**src/rtl/logic_sweep_checker_sweep_vec_gen.sv**
```systemverilog
// Operand generator: holds each {x,y} vector HOLD cycles, then advances the
// combined 2*WIDTH-bit counter (x outer, y inner).
module sweep_vec_gen #(
    parameter int WIDTH = 2,
    parameter int HOLD  = 20,
    parameter int LOOP  = 0
) (
    input  logic             clk,
    input  logic             rst_n,
    input  logic             clear,
    input  logic             run,
    output logic [WIDTH-1:0] x,
    output logic [WIDTH-1:0] y,
    output logic             cmp,
    output logic             last
);

    localparam int  HC_W        = (HOLD > 1) ? $clog2(HOLD) : 1;
    localparam bit  STOP_AT_END = (LOOP == 0);

    logic [HC_W-1:0]      hold_cnt;
    logic [2*WIDTH-1:0]   vec;

    assign x    = vec[2*WIDTH-1:WIDTH];
    assign y    = vec[WIDTH-1:0];
    assign cmp  = (hold_cnt == HC_W'(HOLD - 1));
    assign last = &vec;

    always_ff @(posedge clk or negedge rst_n) begin
        if (!rst_n) begin
            hold_cnt <= '0;
            vec      <= '0;
        end else if (clear) begin
            hold_cnt <= '0;
            vec      <= '0;
        end else if (run) begin
            if (cmp) begin
                // The final vector stays on the outputs when the sweep stops.
                if (!(last && STOP_AT_END)) begin
                    vec      <= vec + 1'b1;
                    hold_cnt <= '0;
                end
            end else begin
                hold_cnt <= hold_cnt + 1'b1;
            end
        end
    end

endmodule

```
**config.mk**
```make
export PLATFORM = sky130hd
export DESIGN_NAME = sweep_vec_gen
export DESIGN_NICKNAME = d
export VERILOG_FILES = /design/src/rtl/logic_sweep_checker_sweep_vec_gen.sv
export SDC_FILE = /design/constraint.sdc
export NUM_CORES = 1
export LEC_CHECK = 0
export CORE_AREA = 2 2 39 41
export DETAILED_ROUTE_END_ITERATION = 6
export DIE_AREA = 0 0 41 43
export SYNTH_ARGS = -nofsm -noshare
export SYNTH_HDL_FRONTEND = slang
export SYNTH_SLANG_ARGS = --single-unit
```
**constraint.sdc**
```tcl
create_clock -name clk -period 1.69 [get_ports clk]
set_input_delay 0.338 -clock clk [delete_from_list [all_inputs] [get_ports clk]]
set_output_delay 0.338 -clock clk [all_outputs]
set_load 0.02 [all_outputs]
```
==> impl_metrics.json <==
{
  "outcome": "completed",
  "grt_usage_pct": 18.8,
  "worstPathCellList": "ha_1 -> and3_1 -> buf_4 -> nor4_4 -> mux2_1",
  "grt_pass1_vias": 511,
  "r2r_cells": 5,
  "critPathCaptureType": "flop",
  "dr.pass1.iters": 4,
  "report.final.slew_viol_count": 0,
  "syn_inst": 51,
  "rsz0062_at_grt": "false",
  "min_path_type": "in -> async",
  "critPathBufInv": 1,
  "critical_path_arrival_ns": 1.77,
  "ff2ff_setup_slack_ns": 0.07,
  "die_width_um": 41,
  "finalInstanceArea_sq_um": 792,
  "crit_cells": 5,
  "ys.flop_type": "dfrtp_1",
  "yosysWarningCount": 0,
  "clockBufferDepth": 2,
  "wl_met1_um": 566,
  "syn_area_per_cell_sq_um": 10.5,
  "max_freq_ghz": 0.615,
  "cts_tree": "done",
  "initial_utilization_pct": 38.7,
  "startpoint_type": "flop",
  "cts_buffers": 3,
  "drt_iter0_drc": 6,
  "synth_top_area_cell": "dfrtp_1",
  "die_area_sq_um": 1760,
  "ant_nets": 0,
  "nets": 85,
  "crit_fanout": 4,
  "p_per_area_nw_per_um2": 554,
  "wl_per_cell_um": 13.1,
  "cts.sinks": 9,
  "leakage_nw": 0.413,
  "synth_top_cells_by_area": "dfrtp_1 (42%), nand4bb_4 (5.1%), ha_1 (4.7%)",
  "async_reset_ff_share_pct": 100,
  "finClkSkew_ns": 0.00270,
  "worst_slack_ns": 0.0651,
  "syn-num-nets": 57,
  "areaGrowthSynthToFinish_pct": 47.9,
  "vias_per_cell": 5.12,
  "wl_met2_um": 578,
  "num_rows": 14,
  "finalPower_uw": 439,
  "vias": 481,
  "drive_above_1_share_pct": 35.9,
  "setup_viol": 0,
  "grt_max_degree": 10,
  "dr_wl_met3_um": 49,
  "ys_seq_area_share_pct": 42.1,
  "min_period_ns": 1.62,
  "worst-setup-path-type": "reg -> reg",
  "synth_most_common_cell": "dfrtp_1",
  "synth.distinct_cells": 27,
  "r2r_end": "vec[3]",
  "critPathTopFamily": "simple AND/OR/NAND/NOR gates",
  "core_sq_um": 1380,
  "grt_pass1_wl_um": 2160,
  "wl_um": 1230,
  "cts-root-buf": "clkbuf_4",
  "dp_slack_ns": -0.00477,
  "worst_path_max_delay_cell": "dfrtp_2",
  "gp_congestion": 0.740,
  "max_stage_delay_ns": 0.40,
  "drc": 0,
  "cts.clk_slew.worst_paths_ns": 0.06,
  "hold_viol": 0,
  "dp.cells": 90,
  "worst_pin_slew_ns": 0.423,
  "synthTopCellsByCount": "dfrtp_1 (9), nand2b_1 (4), nor2_1 (4)",
  "max_cap_violations": 0,
  "fin_cells": 94,
  "grt.overflow.total": 0,
  "top_layer": "met4",
  "htreeDepth": 1,
  "die_h_um": 43,
  "pin_count": 10,
  "io_buffer_count": 9,
  "setup_tns_ns": 0,
  "synth_seq_cells": 9,
  "ir_drop_mv": 0.297,
  "synth_area_sq_um": 536,
  "clock_latency_ns": 0.26,
  "slew_headroom_pct": 71.7,
  "finalCritPeriodShare_pct": 96.1,
  "synth_top_area_share_pct": 42.1,
  "placed_area_sq_um": 759,
  "synth_edf_count": 0,
  "cp.required_ns": 1.83,
  "antenna_found_initial": 0,
  "r2r_start": "vec[0]",
  "diodes": 0
}
## placed cells by master, fill, tap and decap left out, drive strengths merged
master / count
nor3: 1
nor2: 4
a41oi: 1
nor4: 1
nand3: 2
mux2: 2
xor2: 1
nand4bb: 1
a311oi: 2
clkbuf: 5
o32ai: 1
dlymetal6s2s: 3
nand4: 1
dfrtp: 9
buf: 17
inv: 3
or3: 2
ha: 2
a31oi: 1
and3: 1
a21oi: 2
o31ai: 1
clkdlybuf4s50: 4
nand2b: 4
mux2i: 2
nand2: 2
nor2b: 3
## cell families after synthesis
group / count (synthesis) / synth area share, %
simple gates: 22 / 28.3
flops: 9 / 42.1
compound gates: 8 / 11.7
buf+inv: 5 / 3.74
mux: 4 / 7.94
fa+ha+maj: 2 / 4.67
xor+xnor: 1 / 1.64
## cell type report
cell class / instances / area [sq um]
fillers: 130 / 592
well taps: 16 / 20.0
clock buffers: 4 / 26.3
inverters: 3 / 11.3
multi-input cells: 37 / 299
repair buffers: 25 / 208
flip-flops and latches: 9 / 228
## metal layers
| layer | vias to the layer above | track usage (%) |
|---|---|---|
| li1 | 244 | - |
| met1 | 224 | 25.9 |
| met2 | 9 | 25.3 |
| met3 | 4 | 4.71 |
| met4 | 0 | 12.0 |
| met5 | - | 0 |
## where the power goes
group          internal, mW  total (mW)  switching (mW)
combinational        0.0264      0.0506          0.0242
clock                0.0910       0.167          0.0757
sequential            0.220       0.222         0.00214
total                 0.337       0.439           0.102
## stage by stage
step                      utilization, %  hold slack [ns]
after CTS                           56.9            0.389
after global placement              54.9            0.638
after global routing                57.2            0.419
after detailed placement            54.9            0.642
final                               57.2            0.378
after floorplan                        -           0.0424
## registers in the layout (all words and copies together), names as in the netlist
name	cells
hold_cnt	5
vec	4
## how the worst max path moves through the flow
stage	start	endpoint	slack [ns]
3_3_place_gp	hold_cnt[0]	cmp	0.02
4_1_cts	hold_cnt[0]	cmp	0.004
2_1_floorplan	vec[0]	vec[3]	0.007
6_report	vec[0]	vec[3]	0.07
3_5_place_dp	hold_cnt[0]	cmp	-0.005
5_1_grt	vec[0]	vec[3]	0.003
## what timing repair did
| action | in CTS | in global routing |
|---|---|---|
| hold buffers | 0 | 0 |
| setup endpoints to repair | 2 | 6 |
| resized for setup | 5 | 6 |
| setup buffers | 0 | 0 |
Power figures use the tool's default switching activity.
